===== src/rtl/soc_bus_arb_pkg.sv =====
// Shared types and defaults for the SoC bus arbiter: FSM state encoding and timeout default.
package soc_bus_arb_pkg;

  typedef enum logic [1:0] {
    StIdle  = 2'd0,
    StIssue = 2'd1,
    StWait  = 2'd2,
    StDone  = 2'd3
  } arb_state_e;

  localparam int unsigned TimeoutCycDefault = 255;

  function automatic int unsigned idx_width(input int unsigned n);
    return (n > 1) ? $clog2(n) : 1;
  endfunction

endpackage


===== src/rtl/soc_bus_arb_if.sv =====
// Bundle of upstream master-side and downstream memory-side signals around the bus arbiter.
interface soc_bus_arb_if #(
  parameter int unsigned NM = 2,
  parameter int unsigned AW = 32,
  parameter int unsigned DW = 32
);
  logic [NM-1:0]    m_stb;
  logic [NM-1:0]    m_rw;
  logic [NM*AW-1:0] m_addr;
  logic [NM*DW-1:0] m_dtw;
  logic [NM-1:0]    m_lock;
  logic [NM-1:0]    m_ack;
  logic [NM-1:0]    m_err;
  logic [DW-1:0]    m_dtr;
  logic [NM-1:0]    grant;
  logic             s_stb;
  logic             s_rw;
  logic [AW-1:0]    s_addr;
  logic [DW-1:0]    s_dtw;
  logic             s_ack;
  logic [DW-1:0]    s_dtr;

  // Arbiter view: it serves the masters and drives the downstream request.
  modport slave (
    input  m_stb, m_rw, m_addr, m_dtw, m_lock, s_ack, s_dtr,
    output m_ack, m_err, m_dtr, grant, s_stb, s_rw, s_addr, s_dtw
  );

  modport master (
    output m_stb, m_rw, m_addr, m_dtw, m_lock, s_ack, s_dtr,
    input  m_ack, m_err, m_dtr, grant, s_stb, s_rw, s_addr, s_dtw
  );
endinterface


===== src/rtl/soc_rr_pick.sv =====
// Combinational round-robin picker: first requester after index `last`, wrapping around.
module soc_rr_pick #(
  parameter int unsigned NM = 2,
  parameter int unsigned LW = (NM > 1) ? $clog2(NM) : 1
) (
  input  logic [NM-1:0] req,
  input  logic [LW-1:0] last,
  output logic [NM-1:0] win,
  output logic [LW-1:0] win_idx
);

  logic [LW-1:0] idx;
  logic          found;

  always_comb begin
    win     = '0;
    win_idx = '0;
    found   = 1'b0;
    idx     = '0;
    for (int unsigned off = 1; off <= NM; off++) begin
      idx = LW'((32'(last) + off) % NM);
      if (!found && req[idx]) begin
        win[idx] = 1'b1;
        win_idx  = idx;
        found    = 1'b1;
      end
    end
  end

endmodule


===== src/rtl/soc_bus_arb.sv =====
// Round-robin multi-master arbiter for the SoC memory bus with per-master lock.
// Optional downstream wait timeout enabled by defining SOC_ARB_TIMEOUT_EN.
module soc_bus_arb
  import soc_bus_arb_pkg::*;
#(
  parameter int unsigned NM          = 2,
  parameter int unsigned AW          = 32,
  parameter int unsigned DW          = 32,
  parameter int unsigned TIMEOUT_CYC = TimeoutCycDefault
) (
  input logic          clk,
  input logic          rst_n,
  soc_bus_arb_if.slave bus
);

  localparam int unsigned LW = idx_width(NM);

  arb_state_e    state_q, state_d;
  logic [NM-1:0] pend_q, pend_d, accept, ack;
  logic [NM-1:0] grant_q, grant_n, pick_req, win;
  logic [LW-1:0] last_q, sel_idx, win_idx;
  logic          load, timeout;
  logic [AW-1:0] hold_addr [NM];
  logic [DW-1:0] hold_dtw  [NM];
  logic [NM-1:0] hold_rw;
  logic [AW-1:0] sel_addr, s_addr_q;
  logic [DW-1:0] sel_dtw, s_dtw_q, m_dtr_q;
  logic          sel_rw, s_rw_q;

  // The winner's pend clears on its ack; a new strobe in that same cycle wins.
  assign ack      = grant_q & {NM{state_q == StDone}};
  assign accept   = bus.m_stb & (~pend_q | ack);
  assign pend_d   = accept | (pend_q & ~ack);
  assign pick_req = (state_q == StDone) ? pend_d : pend_q;

  soc_rr_pick #(
    .NM (NM),
    .LW (LW)
  ) u_pick (
    .req     (pick_req),
    .last    (last_q),
    .win     (win),
    .win_idx (win_idx)
  );

  // DONE chains straight into the next grant so queued requests see one-cycle turnaround.
  always_comb begin
    state_d = state_q;
    load    = 1'b0;
    sel_idx = win_idx;
    grant_n = win;
    unique case (state_q)
      StIdle: begin
        if (|pend_q) begin
          state_d = StIssue;
          load    = 1'b1;
        end
      end
      StIssue: state_d = StWait;
      StWait: begin
        if (bus.s_ack || timeout) state_d = StDone;
      end
      StDone: begin
        if (bus.m_lock[last_q] && accept[last_q]) begin
          state_d = StIssue;
          load    = 1'b1;
          sel_idx = last_q;
          grant_n = grant_q;
        end else if (|pend_d) begin
          state_d = StIssue;
          load    = 1'b1;
        end else begin
          state_d = StIdle;
        end
      end
      default: state_d = StIdle;
    endcase
  end

  // A request captured this very cycle is taken straight from the master inputs.
  always_comb begin
    if (accept[sel_idx]) begin
      sel_addr = bus.m_addr[32'(sel_idx)*AW +: AW];
      sel_dtw  = bus.m_dtw[32'(sel_idx)*DW +: DW];
      sel_rw   = bus.m_rw[sel_idx];
    end else begin
      sel_addr = hold_addr[sel_idx];
      sel_dtw  = hold_dtw[sel_idx];
      sel_rw   = hold_rw[sel_idx];
    end
  end

  always_ff @(posedge clk or negedge rst_n) begin
    if (!rst_n) begin
      state_q  <= StIdle;
      pend_q   <= '0;
      last_q   <= LW'(NM - 1);
      grant_q  <= '0;
      s_addr_q <= '0;
      s_dtw_q  <= '0;
      s_rw_q   <= 1'b0;
      m_dtr_q  <= '0;
    end else begin
      state_q <= state_d;
      pend_q  <= pend_d;
      if (load) begin
        last_q   <= sel_idx;
        grant_q  <= grant_n;
        s_addr_q <= sel_addr;
        s_dtw_q  <= sel_dtw;
        s_rw_q   <= sel_rw;
      end else if (state_d == StIdle) begin
        grant_q <= '0;
      end
      if (state_q == StWait && (bus.s_ack || timeout)) begin
        m_dtr_q <= timeout ? '0 : bus.s_dtr;
      end
    end
  end

  always_ff @(posedge clk or negedge rst_n) begin
    if (!rst_n) begin
      for (int unsigned i = 0; i < NM; i++) begin
        hold_addr[i] <= '0;
        hold_dtw[i]  <= '0;
      end
      hold_rw <= '0;
    end else begin
      for (int unsigned i = 0; i < NM; i++) begin
        if (accept[i]) begin
          hold_addr[i] <= bus.m_addr[i*AW +: AW];
          hold_dtw[i]  <= bus.m_dtw[i*DW +: DW];
          hold_rw[i]   <= bus.m_rw[i];
        end
      end
    end
  end

`ifdef SOC_ARB_TIMEOUT_EN
  localparam int unsigned CW = $clog2(TIMEOUT_CYC + 1);

  logic [CW-1:0] cnt_q;
  logic          err_q;

  // Fires on the cycle the count would reach TIMEOUT_CYC, so DONE lands TIMEOUT_CYC+1 after ISSUE.
  assign timeout = (state_q == StWait) && !bus.s_ack && (cnt_q == CW'(TIMEOUT_CYC - 1));

  always_ff @(posedge clk or negedge rst_n) begin
    if (!rst_n) begin
      cnt_q <= '0;
      err_q <= 1'b0;
    end else begin
      cnt_q <= (state_q == StWait) ? cnt_q + CW'(1) : '0;
      if (state_q == StWait) err_q <= timeout;
    end
  end

  assign bus.m_err = ack & {NM{err_q}};
`else
  logic unused_timeout_cfg;
  assign unused_timeout_cfg = ^32'(TIMEOUT_CYC);
  assign timeout            = 1'b0;
  assign bus.m_err          = '0;
`endif

  assign bus.m_ack  = ack;
  assign bus.m_dtr  = m_dtr_q;
  assign bus.grant  = grant_q;
  assign bus.s_stb  = (state_q == StIssue);
  assign bus.s_addr = s_addr_q;
  assign bus.s_dtw  = s_dtw_q;
  assign bus.s_rw   = s_rw_q;

endmodule


===== src/flat_wrapper.sv =====
// flat-port wrapper written by rule: the top's interface ports become plain ports
module soc_bus_arb_flat import soc_bus_arb_pkg::*;
#(
  parameter int unsigned NM          = 2,
  parameter int unsigned AW          = 32,
  parameter int unsigned DW          = 32,
  parameter int unsigned TIMEOUT_CYC = TimeoutCycDefault
)
  (clk, rst_n, bus_m_stb, bus_m_rw, bus_m_addr, bus_m_dtw, bus_m_lock, bus_s_ack, bus_s_dtr, bus_m_ack, bus_m_err, bus_m_dtr, bus_grant, bus_s_stb, bus_s_rw, bus_s_addr, bus_s_dtw);
  soc_bus_arb_if #(.NM(NM), .AW(AW), .DW(DW)) bus_i ();
  input logic clk;
  input logic rst_n;
  input wire logic [$bits(bus_i.m_stb)-1:0] bus_m_stb;
  input wire logic [$bits(bus_i.m_rw)-1:0] bus_m_rw;
  input wire logic [$bits(bus_i.m_addr)-1:0] bus_m_addr;
  input wire logic [$bits(bus_i.m_dtw)-1:0] bus_m_dtw;
  input wire logic [$bits(bus_i.m_lock)-1:0] bus_m_lock;
  input wire logic [$bits(bus_i.s_ack)-1:0] bus_s_ack;
  input wire logic [$bits(bus_i.s_dtr)-1:0] bus_s_dtr;
  output wire logic [$bits(bus_i.m_ack)-1:0] bus_m_ack;
  output wire logic [$bits(bus_i.m_err)-1:0] bus_m_err;
  output wire logic [$bits(bus_i.m_dtr)-1:0] bus_m_dtr;
  output wire logic [$bits(bus_i.grant)-1:0] bus_grant;
  output wire logic [$bits(bus_i.s_stb)-1:0] bus_s_stb;
  output wire logic [$bits(bus_i.s_rw)-1:0] bus_s_rw;
  output wire logic [$bits(bus_i.s_addr)-1:0] bus_s_addr;
  output wire logic [$bits(bus_i.s_dtw)-1:0] bus_s_dtw;
  assign bus_i.m_stb = bus_m_stb;
  assign bus_i.m_rw = bus_m_rw;
  assign bus_i.m_addr = bus_m_addr;
  assign bus_i.m_dtw = bus_m_dtw;
  assign bus_i.m_lock = bus_m_lock;
  assign bus_i.s_ack = bus_s_ack;
  assign bus_i.s_dtr = bus_s_dtr;
  assign bus_m_ack = bus_i.m_ack;
  assign bus_m_err = bus_i.m_err;
  assign bus_m_dtr = bus_i.m_dtr;
  assign bus_grant = bus_i.grant;
  assign bus_s_stb = bus_i.s_stb;
  assign bus_s_rw = bus_i.s_rw;
  assign bus_s_addr = bus_i.s_addr;
  assign bus_s_dtw = bus_i.s_dtw;
  soc_bus_arb #(.NM(NM), .AW(AW), .DW(DW), .TIMEOUT_CYC(TIMEOUT_CYC)) u_core (.clk(clk), .rst_n(rst_n), .bus(bus_i));
endmodule

===== config.mk =====
export PLATFORM = sky130hd
export DESIGN_NAME = soc_bus_arb_flat
export DESIGN_NICKNAME = d
export VERILOG_FILES = /design/src/rtl/soc_bus_arb_pkg.sv /design/src/rtl/soc_bus_arb_if.sv /design/src/rtl/soc_rr_pick.sv /design/src/rtl/soc_bus_arb.sv /design/src/flat_wrapper.sv
export SDC_FILE = /design/constraint.sdc
export NUM_CORES = 1
export LEC_CHECK = 0
export CAP_MARGIN = 20
export CORE_ASPECT_RATIO = 0.7
export CORE_UTILIZATION = 50
export DETAILED_ROUTE_END_ITERATION = 12
export PLACE_DENSITY = 0.83
export SLEW_MARGIN = 10
export SYNTH_ARGS = -nofsm -noshare
export SYNTH_HDL_FRONTEND = slang
export SYNTH_HIERARCHICAL = 1
export SYNTH_SLANG_ARGS = --single-unit

===== constraint.sdc =====
create_clock -name clk -period 3.6 [get_ports clk]
set_clock_uncertainty 0.05 [all_clocks]
set_input_delay 0.72 -clock clk [delete_from_list [all_inputs] [get_ports clk]]
set_output_delay 0.72 -clock clk [all_outputs]
set_load 0.05 [all_outputs]

==> impl_metrics.py, run 1 <==
metrics = {
    "run": {
        "drv_cap": 0,
    },
    "die": {
        "fp.dieW_um": 170,
        "core_um2": 19100,
        "fp.dieArea_um2": 20200,
        "num_io_pins": 273,
        "initial_core_util_pct": 51.5,
        "rows": 42,
        "fp.dieH_um": 119,
    },
    "power_and_ir_drop": {
        "clkPwrFrac_pct": 16.2,
        "p_total_w": 0.0143,
        "swShare_pct": 40.5,
        "irDropWorstVdd_mv": 0.710,
        "comb_power_share_pct": 52.5,
        "p_sw_w": 0.00581,
        "sequentialPowerShare_pct": 31.3,
        "intPower_w": 0.00854,
        "p_per_area_nw_per_um2": 1060,
        "static-leakage-power_nw": 6.11,
    },
    "drt": {
        "post-route-drc-count": 0,
        "drt_iter0_drc": 295,
        "firstDrtPassIters": 4,
        "dr_total_vias": 6102,
        "ant_nets": 0,
        "viasPerCell": 4.98,
        "avgRoutedWirePerCell_um": 18.1,
        "drt-total-wl_mm": 22.2,
    },
    "final_layout": {
        "area_delta_synth_final_pct": 37.9,
        "drive_gt1_share_pct": 22.9,
        "final_common_cell": "clkdlybuf4s50_1",
        "num_antenna_cells": 0,
        "layout_common_cells": "clkdlybuf4s50_1 (269), dfrtp_1 (233), mux2_2 (163), mux2i_1 (132), inv_1 (70)",
        "layout.nets": 1123,
    },
    "sta": {
        "min_period_ns": 3.04,
        "slew_viol_final": 0,
        "hold_violations": 0,
        "whs_ns": 0.211,
        "fmax_mhz": 329,
        "slew_headroom_pct": 40.8,
        "setup-violations-final": 0,
        "fin_crit_sh_pct": 84.5,
        "worst_pin_slew_ns": 0.888,
        "setup_tns_ns": 0,
        "rsz0062_at_grt": "no",
    },
    "global_routing": {
        "gr-total-overflow": 0,
        "grt_pass1_wl_mm": 35.7,
        "grt_max_degree": 98,
        "grt_usage_pct": 22.5,
        "grt_pass1_vias": 6709,
        "antenna_found_initial": 0,
    },
    "yosys": {
        "syn_area_um2": 9820,
        "synth_top_area_cell": "dfrtp_1",
        "synth_area_leaders": "dfrtp_1 (59%), mux2_2 (19%), mux2i_1 (13%), inv_1 (2.7%), buf_6 (1.1%)",
        "synth_seq_area_share_pct": 59.6,
        "synth.distinct_cells": 27,
        "syn_inst": 674,
        "syn_area_per_cell_um2": 14.6,
        "ys_ff_latch": 234,
        "yosysWarningCount": 6,
        "synth_top_area_share_pct": 59.4,
    },
    "clocking": {
        "cts_tree": "built",
        "clk_pin_slew_ns": 0.06,
        "cts_resized": 0,
        "holdBufCountCts": 0,
        "cts_buffers": 23,
        "cts_root_buffer": "clkbuf_16",
        "cts_max_level": 1,
        "cts.path.max_buffers": 3,
        "clk_latency_ns": 0.49,
        "postCtsSetupBuffers": 0,
        "clkSinkCount": 234,
    },
    "place": {
        "dp_hpwl_mm": 15.5,
        "port_buffers": 270,
        "globalplace.congestion": 0.795,
    },
    "worst_setup_path": {
        "crit_slowest_cell": "clkdlybuf4s50_1",
        "slowest_delay_ns": 0.81,
        "cp_max_fo": 9,
        "path_cells": "ha_1 > and2_1 > clkdlybuf4s50_1",
        "cp_num_buf_inv": 1,
        "start_kind": "flop",
        "cp_data_required_time_ns": 2.83,
        "path_delay_family": "buffers and inverters",
        "critPathKind": "flop to primary output",
        "crit_path_end_kind": "primary output",
        "critical_path_arrival_ns": 2.27,
    },
    "min_path": {
        "holdCritPathClass": "input port to async pin",
    },
    "outcome": {
        "status": "complete, no violations",
    },
}
path summary, 6_finish.rpt:
| kind | start | endpoint | slack, ns | depth (start not counted) |
|---|---|---|---|---|
| setup reg to reg | u_core/state_q[0] | u_core/bus.s_addr[18] | 0.86 | 9 |
| hold reg to reg | u_core/hold_rw[1] | u_core/hold_rw[1] | 0.44 | 1 |
| setup / recovery | u_core/state_q[0] | bus_m_ack[0] | 0.56 | 3 |
| min in group clk | u_core/hold_rw[1] | u_core/hold_rw[1] | 0.44 | 1 |
| max in group asynchronous | rst_n | u_core/hold_addr[28] | 2.40 | 2 |
| hold / removal | rst_n | u_core/bus.m_dtr[6] | 0.21 | 1 |
state kept, by name, indices dropped and copies added, names as in the netlist:
register / flops
u_core/bus.grant: 2
u_core/bus.m_dtr: 32
u_core/bus.s_rw: 1
u_core/hold_rw: 2
u_core/bus.s_dtw: 32
u_core/last_q: 1
u_core/bus.s_addr: 32
u_core/state_q: 2
u_core/hold_addr: 64
u_core/pend_q: 2
u_core/hold_dtw: 64
power groups by stage:
stage | Combinational [W] | Sequential, W | Clock (W)
floorplan | 0.00353 | 0.00633 | 0
global placement | 0.00740 | 0.00446 | 0
detailed placement | 0.00757 | 0.00452 | 0
CTS | 0.00760 | 0.00449 | 0.00238
global route | 0.00799 | 0.00463 | 0.00249
finish | 0.00754 | 0.00449 | 0.00232
per-layer routing:
metal	global-route usage [%]	part of all wire, %	vias to the layer above
li1	-	-	2829
met1	30.7	45	3061
met2	36.6	47	180
met3	5.48	6.6	32
met4	5.12	1.9	0
met5	0	0	-
layout make-up:
type | count | area (um^2)
clock inverters | 7 | 88.8
multi-input cells | 337 | 3480
inverters | 70 | 263
clock buffers | 29 | 628
well taps | 264 | 330
repair buffers | 284 | 2900
flip-flops and latches | 234 | 5860
fillers | 1278 | 5530
stage by stage:
stage / cell area [um^2] / worst slack [ns] / cells / utilization [%]
2_1_floorplan: 9820 / 1.34 / 675 / -
3_3_place_gp: 12800 / 0.451 / 1189 / 67.3
3_5_place_dp: 12800 / 0.349 / 1189 / 67.3
4_1_cts: 13500 / 0.533 / 1225 / 71.0
5_1_grt: 13500 / 0.482 / 1225 / 71.0
6_report: 13500 / 0.560 / 1225 / 71.0
cells by family after synthesis:
logic type	synth area share, %
DFF	59.6
adders and majority gates	0.510
muxes	32.1
buffers and inverters	5.34
and+or+nand+nor	1.03
other	0.0382
AOI/OAI and AO/OA	1.30
cell usage after synthesis, drive strengths merged:
library cell,count
mux2i,132
dfrtp,233
a21oi,3
and2,2
nand2b,4
ha,4
conb,1
nor2b,2
o21ai,1
mux2,163
a31oi,1
dfstp,1
buf,34
inv,70
o31ai,2
nand2,11
a21boi,4
a21bo,2
nor2,1
o22ai,1
o41ai,1
or2,1
worst reg2reg max path, delay by kind of cell (launching register included):
kind                       cells  cell delay (ns)
AOI/OAI and AO/OA              4             0.87
buffers and inverters          1             0.44
DFF                            1             0.42
muxes                          2             0.37
adders and majority gates      1             0.34
and+or+nand+nor                1             0.12
Power figures use the tool's default switching activity.
==> run 2, diff against run 1 <==
- CORE_UTILIZATION: 50 -> 48
- PLACE_DENSITY: 0.83 -> 0.8
- clock period: 3.6 -> 2.85 ns (I/O delays scaled with it)
==> run 2 against run 1 <==
Via count shrank 0.49%. Combinational power grew 27%. Register-to-register slack lost 0.50 ns. Sequential share of layout area shrank 0.48 points. Final cell count grew 1.3%. Flip-flop and latch count is the same. Total power grew 28%. First-iteration DRC count shrank 6.8%. Cell area grew 1.1%.
==> impl_metrics.py, run 2 (synthesized netlist as in run 1, its figures left out) <==
metrics = {
    "outcome": {
        "status": "complete, no violations",
    },
    "run": {
        "drv_cap": 0,
    },
    "worst_setup_path": {
        "crit_slowest_cell": "dlygate4sd2_1",
        "cp_max_fo": 9,
        "crit_path_end_kind": "primary output",
        "slowest_delay_ns": 0.53,
        "start_kind": "flop",
        "critical_path_arrival_ns": 2.02,
        "r2r-start": "u_core/state_q[0]",
        "r2r_slack_ns": 0.36,
        "cp_data_required_time_ns": 2.23,
        "r2r-end": "u_core/bus.s_addr[23]",
        "r2r_cells": 9,
        "critPathKind": "flop to primary output",
        "path_cells": "ha_1 > and2_1 > dlygate4sd2_1",
    },
    "sta": {
        "hold_violations": 0,
        "worst_pin_slew_ns": 0.596,
        "fmax_mhz": 379,
        "setup_tns_ns": 0,
        "min_period_ns": 2.64,
        "rsz0062_at_grt": "no",
        "whs_ns": 0.443,
        "slew_viol_final": 0,
        "slew_headroom_pct": 59.8,
        "fin_crit_sh_pct": 92.6,
        "setup-violations-final": 0,
    },
    "min_path": {
        "min-delay-start": "u_core/hold_dtw[11]",
        "holdPathStages": 1,
        "holdPathEnd": "u_core/hold_dtw[11]",
        "holdCritPathClass": "flop to flop",
    },
    "power_and_ir_drop": {
        "p_per_area_nw_per_um2": 1340,
        "p_total_w": 0.0183,
        "irDropWorstVdd_mv": 0.820,
        "static-leakage-power_nw": 6.19,
    },
    "drt": {
        "ant_nets": 0,
        "firstDrtPassIters": 4,
        "dr_total_vias": 6072,
        "drt_iter0_drc": 275,
        "post-route-drc-count": 0,
        "viasPerCell": 4.89,
        "avgRoutedWirePerCell_um": 17.8,
        "drt-total-wl_mm": 22.1,
    },
    "clocking": {
        "cts.path.max_buffers": 3,
        "clkSinkCount": 234,
        "postCtsSetupBuffers": 0,
        "cts_max_level": 1,
        "cts_buffers": 24,
        "cts_tree": "built",
        "cts_root_buffer": "clkbuf_16",
        "clk_pin_slew_ns": 0.06,
        "clk_latency_ns": 0.50,
    },
    "final_layout": {
        "reg_top3": "u_core/hold_addr: 64 flops, u_core/hold_dtw: 64 flops",
        "layout.nets": 1127,
        "layout_common_cells": "clkdlybuf4s50_1 (267), dfrtp_1 (233), mux2_2 (163), mux2i_1 (132), inv_1 (70)",
        "area_delta_synth_final_pct": 39.5,
        "post-route-util_pct": 68.8,
        "final_common_cell": "clkdlybuf4s50_1",
        "drive_gt1_share_pct": 22.9,
        "num_antenna_cells": 0,
    },
    "die": {
        "initial_core_util_pct": 49.3,
        "core_um2": 19900,
        "rows": 43,
        "fp.dieH_um": 122,
        "fp.dieW_um": 173,
        "fp.dieArea_um2": 21000,
        "num_io_pins": 273,
    },
    "global_routing": {
        "grt_max_degree": 73,
        "grt_pass1_wl_mm": 35.7,
        "antenna_found_initial": 0,
        "gr-total-overflow": 0,
        "grt_pass1_vias": 6533,
        "grt_usage_pct": 21.5,
    },
    "place": {
        "globalplace.congestion": 0.766,
        "port_buffers": 270,
        "dp_hpwl_mm": 14.9,
    },
}
[run 2: how the worst max path moves through the flow]
stage / slack [ns] / from / end / cells past startpoint
3_3_place_gp: 0.32 / bus_m_stb[1] / u_core/bus.s_addr[29] / 6
2_1_floorplan: 0.59 / u_core/state_q[0] / u_core/bus.s_addr[17] / 11
4_1_cts: 0.19 / u_core/state_q[0] / bus_m_ack[1] / 3
6_report: 0.21 / u_core/state_q[0] / bus_m_ack[1] / 3
3_5_place_dp: 0.23 / bus_m_stb[1] / u_core/bus.s_addr[23] / 9
5_1_grt: 0.11 / u_core/state_q[0] / bus_m_ack[1] / 3
[run 2: layout make-up]
class | count | area [um^2]
repair buffers | 287 | 2970
well taps | 270 | 338
fillers | 1411 | 6210
inverters | 70 | 263
clock buffers | 39 | 718
multi-input cells | 337 | 3480
clock inverters | 4 | 70.1
flip-flops and latches | 234 | 5860
[run 2: critical path: cells and delay by family (launching register included)]
kind	cells	cell delay, ns
simple gates	1	0.20
fa+ha+maj	1	0.39
buf+inv	1	0.53
flops	1	0.40
[run 2: metal layers]
layer | global-route usage, % | vias to the layer above | share of wire (%)
met5 | 0 | - | 0
met4 | 5.81 | 0 | 2.3
met3 | 4.65 | 33 | 5.6
met2 | 33.6 | 168 | 45
met1 | 30.4 | 3037 | 48
li1 | - | 2834 | -
[run 2: power breakdown]
group | leakage (nW) | switching [W] | internal [W]
Combinational | 2.98 | 0.00547 | 0.00408
Clock | 0.385 | 0.00124 | 0.00189
Sequential | 2.82 | 0.000624 | 0.00502
Total | 6.19 | 0.00733 | 0.0110
[run 2: per-stage QoR]
step                cells  setup slack, ns  cell area (um^2)
floorplan             675            0.594              9820
global placement     1197            0.322             12900
detailed placement   1197            0.225             12900
CTS                  1241            0.195             13700
global route         1241            0.114             13700
finish               1241            0.210             13700
[run 2: repair_timing]
action                                  CTS  global route
endpoints found under the hold margin    17             0
hold buffers                              1             0
endpoints found under the setup margin    2             0
gates resized for setup                   2             0
